**config.mk**
```make
export PLATFORM = sky130hd
export DESIGN_NAME = round_sequencer_flat
export DESIGN_NICKNAME = d
export VERILOG_FILES = /design/src/rtl/pinball_pkg.sv /design/src/rtl/round_sequencer_if.sv /design/src/rtl/frame_timer.sv /design/src/rtl/round_sequencer.sv /design/src/flat_wrapper.sv
export SDC_FILE = /design/constraint.sdc
export NUM_CORES = 1
export LEC_CHECK = 0
export BUFFER_PORTS_ARGS = -buffer_cell sky130_fd_sc_hd__buf_2
export CAP_MARGIN = 10
export CORE_MARGIN = 8
export CORE_UTILIZATION = 54
export DETAILED_ROUTE_END_ITERATION = 10
export PLACE_DENSITY = 0.76
export SYNTH_ARGS = -nofsm -noshare
export SYNTH_HDL_FRONTEND = slang
export SYNTH_SLANG_ARGS = --single-unit
```
**constraint.sdc**
```tcl
create_clock -name clk -period 4.8 [get_ports clk]
set_input_delay 0 -clock clk [delete_from_list [all_inputs] [get_ports clk]]
set_output_delay 0 -clock clk [all_outputs]
set_load 0.1 [all_outputs]
```
**src/rtl/pinball_pkg.sv**
```systemverilog
// rtl/pinball_pkg.sv - shared round states, widths and score helper for the pinball screen
package pinball_pkg;

    typedef enum logic [2:0] {
        IDLE    = 3'd0,
        ARM     = 3'd1,
        PLAY    = 3'd2,
        LOST    = 3'd3,
        CLEARED = 3'd4,
        OVER    = 3'd5
    } round_state_t;

    localparam int SCORE_MAX = 9;
    localparam int TIMER_W   = 9;

    function automatic logic [3:0] score_inc(input logic [3:0] v);
        return (v >= 4'(SCORE_MAX)) ? 4'(SCORE_MAX) : v + 4'd1;
    endfunction

endpackage

```
**src/rtl/round_sequencer_if.sv**
```systemverilog
// rtl/round_sequencer_if.sv - collision/key inputs and round-control outputs of the sequencer
interface round_sequencer_if;

    logic       startOfFrame;
    logic       start;
    logic       launchKey;
    logic       ballLost;
    logic       goodHit;
    logic       badHit;
    logic       pause;
    logic       reset_level;
    logic       reset_level_pulse;
    logic       autoLaunch;
    logic [3:0] life;
    logic [3:0] level;
    logic [3:0] score;
    logic       gameOver;
    logic       won;
    logic [2:0] state;

    modport master (
        output startOfFrame, start, launchKey, ballLost, goodHit, badHit,
        input  pause, reset_level, reset_level_pulse, autoLaunch,
        input  life, level, score, gameOver, won, state
    );

    modport slave (
        input  startOfFrame, start, launchKey, ballLost, goodHit, badHit,
        output pause, reset_level, reset_level_pulse, autoLaunch,
        output life, level, score, gameOver, won, state
    );

endinterface

```
**src/rtl/frame_timer.sv**
```systemverilog
// rtl/frame_timer.sv - frame-paced down counter; expires on the frame boundary seen at count 0
module frame_timer
    import pinball_pkg::*;
(
    input  logic               clk,
    input  logic               resetN,
    input  logic               load,
    input  logic [TIMER_W-1:0] loadValue,
    input  logic               startOfFrame,
    output logic               expired
);

    logic [TIMER_W-1:0] count_q, count_d;

    always_comb begin
        count_d = count_q;
        if (load) begin
            count_d = loadValue;
        end else if (startOfFrame && (count_q != '0)) begin
            count_d = count_q - 1'b1;
        end
    end

    assign expired = startOfFrame && (count_q == '0);

    always_ff @(posedge clk or posedge resetN) begin
        if (resetN) begin
            count_q <= '0;
        end else begin
            count_q <= count_d;
        end
    end

endmodule

```
**src/rtl/round_sequencer.sv**
```systemverilog
// rtl/round_sequencer.sv - ball round FSM: arming, launch, play, loss/clear pauses, game over
module round_sequencer
    import pinball_pkg::*;
#(
    parameter int LIVES_INIT            = 3,
    parameter int LEVEL_MAX             = 9,
    parameter int RESPAWN_FRAMES        = 60,
    parameter int CLEAR_FRAMES          = 90,
    parameter int LAUNCH_TIMEOUT_FRAMES = 300
) (
    input logic              clk,
    input logic              resetN,
    round_sequencer_if.slave bus
);

    round_state_t       state_q, state_d;
    logic [3:0]         life_q, life_d, level_q, level_d, score_q, score_d;
    logic               won_q, won_d, pause_q, pause_d, rl_q, rl_d;
    logic               rlp_q, rlp_d, al_q, al_d, go_q, go_d;
    logic               start_q, start_d, launch_q, launch_d;
    logic               tmr_load, tmr_expired;
    logic [TIMER_W-1:0] tmr_value;
    logic               start_rise, launch_fall, loss;

    frame_timer u_timer (
        .clk          (clk),
        .resetN       (resetN),
        .load         (tmr_load),
        .loadValue    (tmr_value),
        .startOfFrame (bus.startOfFrame),
        .expired      (tmr_expired)
    );

    // Edge copies have no reset so they keep tracking the keys while reset is held.
    always_ff @(posedge clk) begin
        start_q  <= start_d;
        launch_q <= launch_d;
    end

    always_comb begin
        start_d     = bus.start;
        launch_d    = bus.launchKey;
        start_rise  = bus.start && !start_q;
        launch_fall = !bus.launchKey && launch_q;
        loss        = bus.ballLost || bus.badHit;

        state_d   = state_q;
        life_d    = life_q;
        level_d   = level_q;
        score_d   = score_q;
        won_d     = won_q;
        al_d      = 1'b0;
        tmr_load  = 1'b0;
        tmr_value = '0;

        case (state_q)
            IDLE, OVER: begin
                if (start_rise) begin
                    life_d  = 4'(LIVES_INIT);
                    level_d = 4'd1;
                    score_d = 4'd0;
                    won_d   = 1'b0;
                    state_d = ARM;
                end
            end
            ARM: begin
                if (launch_fall) begin
                    state_d = PLAY;
                end else if (tmr_expired) begin
                    state_d = PLAY;
                    al_d    = 1'b1;
                end
            end
            PLAY: begin
                if (loss) begin
                    life_d = (life_q != 4'd0) ? life_q - 4'd1 : 4'd0;
                    if (life_d == 4'd0) begin
                        state_d = OVER;
                    end else begin
                        state_d   = LOST;
                        tmr_load  = 1'b1;
                        tmr_value = TIMER_W'(RESPAWN_FRAMES);
                    end
                end else if (bus.goodHit) begin
                    score_d = score_inc(score_q);
                    if (level_q >= 4'(LEVEL_MAX)) begin
                        won_d   = 1'b1;
                        state_d = OVER;
                    end else begin
                        level_d   = level_q + 4'd1;
                        state_d   = CLEARED;
                        tmr_load  = 1'b1;
                        tmr_value = TIMER_W'(CLEAR_FRAMES);
                    end
                end
            end
            LOST, CLEARED: begin
                if (tmr_expired) begin
                    state_d = ARM;
                end
            end
            default: state_d = IDLE;
        endcase

        // Every entry to ARM restarts the launch timeout and re-seeds the level.
        rlp_d = (state_d == ARM) && (state_q != ARM);
        if (rlp_d) begin
            tmr_load  = 1'b1;
            tmr_value = TIMER_W'(LAUNCH_TIMEOUT_FRAMES);
        end

        pause_d = !((state_d == ARM) || (state_d == PLAY));
        rl_d    = (state_d != PLAY);
        go_d    = (state_d == OVER);
    end

    always_ff @(posedge clk or posedge resetN) begin
        if (resetN) begin
            state_q <= IDLE;
            life_q  <= 4'(LIVES_INIT);
            level_q <= 4'd1;
            score_q <= 4'd0;
            won_q   <= 1'b0;
            pause_q <= 1'b1;
            rl_q    <= 1'b1;
            rlp_q   <= 1'b0;
            al_q    <= 1'b0;
            go_q    <= 1'b0;
        end else begin
            state_q <= state_d;
            life_q  <= life_d;
            level_q <= level_d;
            score_q <= score_d;
            won_q   <= won_d;
            pause_q <= pause_d;
            rl_q    <= rl_d;
            rlp_q   <= rlp_d;
            al_q    <= al_d;
            go_q    <= go_d;
        end
    end

    assign bus.pause             = pause_q;
    assign bus.reset_level       = rl_q;
    assign bus.reset_level_pulse = rlp_q;
    assign bus.autoLaunch        = al_q;
    assign bus.life              = life_q;
    assign bus.level             = level_q;
    assign bus.score             = score_q;
    assign bus.gameOver          = go_q;
    assign bus.won               = won_q;
    assign bus.state             = state_q;

endmodule

```
**src/flat_wrapper.sv**
```systemverilog
// flat-port wrapper written by rule: the top's interface ports become plain ports
module round_sequencer_flat import pinball_pkg::*;
#(
    parameter int LIVES_INIT            = 3,
    parameter int LEVEL_MAX             = 9,
    parameter int RESPAWN_FRAMES        = 60,
    parameter int CLEAR_FRAMES          = 90,
    parameter int LAUNCH_TIMEOUT_FRAMES = 300
)
  (clk, resetN, bus_startOfFrame, bus_start, bus_launchKey, bus_ballLost, bus_goodHit, bus_badHit, bus_pause, bus_reset_level, bus_reset_level_pulse, bus_autoLaunch, bus_life, bus_level, bus_score, bus_gameOver, bus_won, bus_state);
  round_sequencer_if bus_i ();
  input logic clk;
  input logic resetN;
  input wire logic [$bits(bus_i.startOfFrame)-1:0] bus_startOfFrame;
  input wire logic [$bits(bus_i.start)-1:0] bus_start;
  input wire logic [$bits(bus_i.launchKey)-1:0] bus_launchKey;
  input wire logic [$bits(bus_i.ballLost)-1:0] bus_ballLost;
  input wire logic [$bits(bus_i.goodHit)-1:0] bus_goodHit;
  input wire logic [$bits(bus_i.badHit)-1:0] bus_badHit;
  output wire logic [$bits(bus_i.pause)-1:0] bus_pause;
  output wire logic [$bits(bus_i.reset_level)-1:0] bus_reset_level;
  output wire logic [$bits(bus_i.reset_level_pulse)-1:0] bus_reset_level_pulse;
  output wire logic [$bits(bus_i.autoLaunch)-1:0] bus_autoLaunch;
  output wire logic [$bits(bus_i.life)-1:0] bus_life;
  output wire logic [$bits(bus_i.level)-1:0] bus_level;
  output wire logic [$bits(bus_i.score)-1:0] bus_score;
  output wire logic [$bits(bus_i.gameOver)-1:0] bus_gameOver;
  output wire logic [$bits(bus_i.won)-1:0] bus_won;
  output wire logic [$bits(bus_i.state)-1:0] bus_state;
  assign bus_i.startOfFrame = bus_startOfFrame;
  assign bus_i.start = bus_start;
  assign bus_i.launchKey = bus_launchKey;
  assign bus_i.ballLost = bus_ballLost;
  assign bus_i.goodHit = bus_goodHit;
  assign bus_i.badHit = bus_badHit;
  assign bus_pause = bus_i.pause;
  assign bus_reset_level = bus_i.reset_level;
  assign bus_reset_level_pulse = bus_i.reset_level_pulse;
  assign bus_autoLaunch = bus_i.autoLaunch;
  assign bus_life = bus_i.life;
  assign bus_level = bus_i.level;
  assign bus_score = bus_i.score;
  assign bus_gameOver = bus_i.gameOver;
  assign bus_won = bus_i.won;
  assign bus_state = bus_i.state;
  round_sequencer #(.LIVES_INIT(LIVES_INIT), .LEVEL_MAX(LEVEL_MAX), .RESPAWN_FRAMES(RESPAWN_FRAMES), .CLEAR_FRAMES(CLEAR_FRAMES), .LAUNCH_TIMEOUT_FRAMES(LAUNCH_TIMEOUT_FRAMES)) u_core (.clk(clk), .resetN(resetN), .bus(bus_i));
endmodule
```
==> impl_metrics.toml, run 1 <==
[clock_tree]
ctsResizeCount = 0
clockBufferDepth = 2
worstSkewPairLatency_ps = 330
numCtsBuffers = 5
cts_tree = "built"
htree_num_levels = 2
cts.sinks = 32
root_buffer = "clkbuf_4"
path_clk_slew_ps = 100

[power]
vdd_ir_drop_max_uv = 523
power.density_nw_per_um2 = 721
power_mw = 1.59
power_leakage_nw = 1.03

[sta]
clock_skew_ps = 11.6
rsz0062_at_grt = "no"
slew_viol_final = 0
tightest_slew_ps = 1170
max_freq_ghz = 0.418
fin_tns_setup_ps = 0
holdWs_ps = 190
setup_violations = 0
hold_viol = 0
post-route-period-util_pct = 49.8
relSlewSlack_pct = 21.6
min_period_ps = 2390

[final_layout]
syn2layout_area_growth_pct = 16.5
nNetsFinal = 245
final_cell_area_um2 = 2200
multi_input_area_um2 = 990
drive_above_1_share_pct = 25.2
antenna_cells = 0
seqCellArea_um2 = 797
fillers = 296

[worst_setup_path]
slowest_delay_ps = 460
reg2reg_slack_ps = 2410
critical_path.cell_chain = "inv_1 -> ha_1 -> or3b_1 -> a311oi_1 -> o21a_1 -> o21a_1 -> o2111ai_1"
critPathRequiredTime_ps = 4970
worst_setup_path_end_kind = "flop"
crit_fanout = 9
reg2reg_depth = 7
cp_common_cell = "o21a_1"
crit_arrival_ps = 2560
timing.rr.end = "u_core.u_timer.count_q[3]$_DFFE_PP0P_"
critical-path-slowest-cell = "a311oi_1"
startpoint_type = "flop"
reg2reg_from = "u_core.bus.level[1]$_DFFE_PP0P_"
worstSetupPathType = "flop to flop"

[floorplanning]
die_h_um = 75.2
initial_core_util_pct = 56.2
boundaryPins = 29
core_um2 = 3360
die_area_um2 = 5650
die_x_um = 75.2
rows = 21

[placed_design]
io_buffers = 28
place.gp.congestion = 0.876
postPlaceCellArea_um2 = 2040
place_hpwl_um = 2950

[detailed_routing]
wl_per_cell_um = 14.7
wirelength_um = 4050
vias = 1545
viasPerCell = 5.60
first_pass_iters = 4
remaining_drc_errors = 0
drtIter0Drc = 80
antenna_left = 0

[logic_synthesis]
synth.most_common_cell = "dfrtp_1"
synth_area_leaders = "dfrtp_1 (33%), dfstp_2 (6.9%), ha_1 (5.3%)"
synth_seq_cells = 32
synthArstFlopShare_pct = 93.8
synth.distinct_cells = 58
syn_area_um2 = 1890
synth_common_cells = "dfrtp_1 (25), nor2_1 (16), o21ai_0 (16), inv_1 (15), nand2_1 (14)"
syn-instance-count = 197
synth.largest_area_cell = "dfrtp_1"
synth-edff-count = 0
avgSynthCellArea_um2 = 9.60
synth-seq-area-share_pct = 42.1
synthFlopType = "dfrtp_1"
synth_top_area_share_pct = 33.1
syn_nets = 213
yosys_warnings = 0

[global_routing]
grt_pass1_vias = 1518
grt_max_degree = 31
grt_pass1_wl_um = 6820
gr-total-overflow = 0
track_usage_pct = 15.6
antenna_found_initial = 0

[status]
outcome = "finished, final reports clean"

[flow_run]
drv_cap = 0

[min_path]
hold_path.class = "primary input to async pin"
==> final cells by class <==
type                    instances  area share [%]
clock buffers                   7            2.95
clock inverters                 1            1.36
inverters                      15            2.56
multi-input cells             142            44.9
flip-flops and latches         32            36.2
well taps                      46            2.61
repair buffers                 33            9.43
==> flip-flops by register name, summed over array words and instances, names as in the netlist <==
register	flops
u_core.bus.won	1
u_core.u_timer.count_q	9
u_core.bus.life	4
u_core.bus.gameOver	1
u_core.bus.level	4
u_core.bus.score	4
u_core.bus.state	3
u_core.launch_q	1
u_core.bus.reset_level	1
u_core.bus.autoLaunch	1
u_core.bus.pause	1
u_core.start_q	1
u_core.bus.reset_level_pulse	1
==> worst max-delay path: cells and delay by family (launching register included) <==
kind / cells / cell delay, ps
adders and majority gates: 1 / 180
buffers and inverters: 1 / 80
and+or+nand+nor: 1 / 390
DFF: 1 / 430
AOI/OAI and AO/OA: 4 / 1150
==> metal layers <==
metal | share of wire [%] | routed length, um | track usage [%]
met2 | 45 | 1830 | 23.3
met1 | 50 | 2010 | 21.4
met5 | 0 | 0 | 0
met4 | 0.49 | 20 | 3.84
met3 | 4.5 | 184 | 4.79
==> how the worst max path moves through the flow <==
stage	startpoint	end	slack (ps)	cells after the start
2_1_floorplan	u_core.bus.level[1]$_DFFE_PP0P_	u_core.u_timer.count_q[3]$_DFFE_PP0P_	2040	8
3_3_place_gp	u_core.bus.level[1]$_DFFE_PP0P_	u_core.u_timer.count_q[3]$_DFFE_PP0P_	2530	7
3_5_place_dp	u_core.bus.level[1]$_DFFE_PP0P_	u_core.u_timer.count_q[3]$_DFFE_PP0P_	2470	7
4_1_cts	u_core.bus.level[1]$_DFFE_PP0P_	u_core.u_timer.count_q[3]$_DFFE_PP0P_	2430	7
5_1_grt	u_core.bus.level[1]$_DFFE_PP0P_	u_core.u_timer.count_q[3]$_DFFE_PP0P_	2300	7
6_report	u_core.bus.level[1]$_DFFE_PP0P_	u_core.u_timer.count_q[3]$_DFFE_PP0P_	2410	7
==> timing repair <==
| item | CTS | global route |
|---|---|---|
| endpoints found under the hold margin | 28 | 0 |
| buffers inserted | 0 | 0 |
| endpoints found under the setup margin | 0 | 0 |
| hold buffers | 4 | 0 |
==> cell usage in the layout, fill, tap and decap left out, types with 3 or more instances in the layout <==
cell type	instances
nor2_1	16
buf_2	28
clkbuf_4	5
dfstp_2	5
nand2b_1	5
o21ai_0	16
inv_1	15
nor4_1	3
xnor2_1	4
ha_1	8
nor3_1	6
o211ai_1	3
nand2_1	14
o21a_1	4
dfrtp_1	25
or2_2	4
a21oi_1	6
dlygate4sd3_1	4
xor2_1	3
nor3b_1	3
==> per-stage QoR <==
stage | util, % | cells | worst slack [ps]
final | 65.5 | 276 | 2410
after global routing | 65.5 | 276 | 2300
after CTS | 64.7 | 275 | 2430
after detailed placement | 60.7 | 263 | 2470
after global placement | 60.7 | 263 | 2530
after floorplan | - | 197 | 2040
==> logic make-up (layout without fill, tap and decap cells) <==
| group | count (synthesis) | in the layout | share of synthesized area [%] |
|---|---|---|---|
| XOR/XNOR | 7 | 7 | 3.24 |
| buffers and inverters | 23 | 56 | 5.55 |
| AND/OR/NAND/NOR | 71 | 71 | 23.0 |
| AO/OA/AOI/OAI | 55 | 55 | 20.2 |
| multiplexers | 1 | 1 | 0.529 |
| adder cells (fa/ha/maj) | 8 | 8 | 5.29 |
| flip-flops | 32 | 32 | 42.1 |
==> where the power goes <==
group	switching (mW)	internal, mW
sequential	0.116	0.364
combinational	0.652	0.227
clock	0.0909	0.138
total	0.859	0.728
Note: power is estimated with default switching activity, not from simulation.
==> inputs of run 2 (changes only) <==
==> constraint.sdc (replaced) <==
create_clock -name clk -period 2.5 [get_ports clk]
set_input_delay 0 -clock clk [delete_from_list [all_inputs] [get_ports clk]]
set_output_delay 0 -clock clk [all_outputs]
set_load 0.1 [all_outputs]
==> run 2 against run 1 <==
  * Die area did not move
  * Register-to-register slack got worse by 2300 ps
  * First-iteration DRC count rose by 16%
  * Clock-buffer cell count fell by 2
  * Sequential share of layout area rose by 0.11 points
  * Critical endpoint is now u_core.u_timer.count_q[0]$_DFFE_PP0P_
  * Maximum frequency increased by 1.0%
  * Critical path type unchanged
  * Final cell count rose by 1.8%
  * Routed wire length grew 2.8%
  * Non-clock buffer count grew 5
  * Via count increased by 4.1%
==> impl_metrics.toml, run 2 (synthesis gave the netlist of run 1 again) <==
[detailed_routing]
remaining_drc_errors = 0
antenna_left = 0
vias = 1608
viasPerCell = 5.72
drtIter0Drc = 93
wirelength_um = 4170
wl_per_cell_um = 14.8
first_pass_iters = 4

[floorplanning]
die_h_um = 75.2
die_x_um = 75.2
rows = 21
die_area_um2 = 5650
boundaryPins = 29
core_um2 = 3360
initial_core_util_pct = 56.2

[global_routing]
grt_max_degree = 30
track_usage_pct = 16.5
grt_pass1_vias = 1635
grt_pass1_wl_um = 7290
antenna_found_initial = 0
gr-total-overflow = 0

[min_path]
min_to = "u_core.bus.state[0]$_DFF_PP0_"
hold_depth = 5
min-delay-start = "bus_goodHit"
hold_path.class = "primary input to flop"

[worst_setup_path]
reg2reg_from = "u_core.bus.level[0]$_DFFE_PP1P_"
worst_setup_path_end_kind = "flop"
worstSetupPathType = "flop to flop"
critical-path-slowest-cell = "dfstp_4"
crit_fanout = 9
crit_arrival_ps = 2590
critPathRequiredTime_ps = 2720
startpoint_type = "flop"
path_buf_inv = 1
critical_path.cell_chain = "inv_1 -> ha_1 -> or3b_1 -> a311oi_2 -> or4_4 -> o21a_1 -> o2111a_1"
slowest_delay_ps = 660
cpLargestDelayFamily = "simple AND/OR/NAND/NOR gates"
timing.rr.end = "u_core.u_timer.count_q[0]$_DFFE_PP0P_"
reg2reg_slack_ps = 130
reg2reg_depth = 7

[power]
power.density_nw_per_um2 = 1380
power_mw = 3.06
power_leakage_nw = 1.03
vdd_ir_drop_max_uv = 973

[final_layout]
largest_register = "u_core.u_timer.count_q"
syn2layout_area_growth_pct = 17.4
final_common_cell = "buf_2"
layout_common_cells = "buf_2 (28), dfrtp_1 (21), nor2_1 (16), o21ai_0 (16), inv_1 (15)"
drive_above_1_share_pct = 28.9
antenna_cells = 0
largest_register_ff_count = 9
utilization_pct = 66.0
nNetsFinal = 250

[sta]
hold_viol = 0
relSlewSlack_pct = 29.1
min_period_ps = 2370
rsz0062_at_grt = "no"
max_freq_ghz = 0.422
post-route-period-util_pct = 94.7
fin_tns_setup_ps = 0
slew_viol_final = 0
tightest_slew_ps = 1060
worst_slack_ps = 133
setup_violations = 0
clock_skew_ps = 11.1

[placed_design]
dp_slack_ps = 108
place_hpwl_um = 3170
io_buffers = 28
place.gp.congestion = 0.906

[clock_tree]
cts_setup_buffers = 0
root_buffer = "clkbuf_4"
cts_tree = "built"
clockBufferDepth = 2
numCtsBuffers = 5
path_clk_slew_ps = 100
worstSkewPairLatency_ps = 340
htree_num_levels = 2
cts.sinks = 32

[flow_run]
drv_cap = 0

[status]
outcome = "finished, final reports clean"
[run 2: cell count changes in the layout (fill, tap and decap cells not counted)]
cell | before | now
buf_4 | 0 | 6
dfrtp_2 | 0 | 4
a311oi_2 | 0 | 1
dfstp_4 | 0 | 1
dfrtp_1 | 25 | 21
a311oi_1 | 1 | 0
clkinv_2 | 0 | 1
clkbuf_8 | 2 | 0
buf_16 | 1 | 0
clkinvlp_4 | 0 | 1
dfstp_2 | 5 | 4
[run 2: routing by layer]
layer / wire length, um / global-route usage (%) / up-vias
met2: 2030 / 27.9 / 35
met1: 1920 / 19.6 / 780
met3: 157 / 4.26 / 6
met4: 59 / 6.18 / 0
met5: 0 / 0 / -
li1: - / - / 787
[run 2: how the worst max path moves through the flow]
stage                                               start                               endpoint  slack, ps  depth (start not counted)
CTS                       u_core.bus.level[0]$_DFFE_PP1P_  u_core.u_timer.count_q[3]$_DFFE_PP0P_         80                          6
global route        u_core.u_timer.count_q[0]$_DFFE_PP0P_  u_core.u_timer.count_q[0]$_DFFE_PP0P_         50                          7
detailed placement        u_core.bus.level[0]$_DFFE_PP1P_  u_core.u_timer.count_q[3]$_DFFE_PP0P_        110                          6
global placement          u_core.bus.level[0]$_DFFE_PP1P_  u_core.u_timer.count_q[3]$_DFFE_PP0P_        210                          6
finish                    u_core.bus.level[0]$_DFFE_PP1P_  u_core.u_timer.count_q[0]$_DFFE_PP0P_        130                          7
floorplan                 u_core.bus.level[0]$_DFFE_PP1P_  u_core.u_timer.count_q[0]$_DFFE_PP0P_         20                          8
[run 2: area by class of cell]
cell class | instances | area, um2
clock inverters | 3 | 42.5
fillers | 304 | 1140
flip-flops and latches | 32 | 806
inverters | 15 | 56.3
well taps | 46 | 57.6
clock buffers | 5 | 37.5
multi-input cells | 142 | 996
repair buffers | 38 | 225
[run 2: what timing repair did]
action,in CTS,in global routing
hold buffers,4,0
gates resized for setup,0,1
setup endpoints to repair,0,1
hold endpoints to repair,28,0
[run 2: power by group]
part	switching [mW]	total (mW)	internal [mW]
clock	0.183	0.391	0.208
sequential	0.224	0.933	0.709
combinational	1.27	1.74	0.467
total	1.68	3.06	1.38
[run 2: tightest hold or removal path, delay by kind of cell]
| kind | cells | cell delay, ps |
|---|---|---|
| and+or+nand+nor | 1 | 110 |
| AOI/OAI and AO/OA | 2 | 200 |
| buffers and inverters | 2 | 170 |
[run 2: per-stage QoR]
step                      cells  cell area, um2  hold WS, ps
after global routing        281            2220          183
final                       281            2220          177
after CTS                   281            2210          170
after floorplan             197            1900         27.7
after detailed placement    269            2090          117
after global placement      269            2090          114
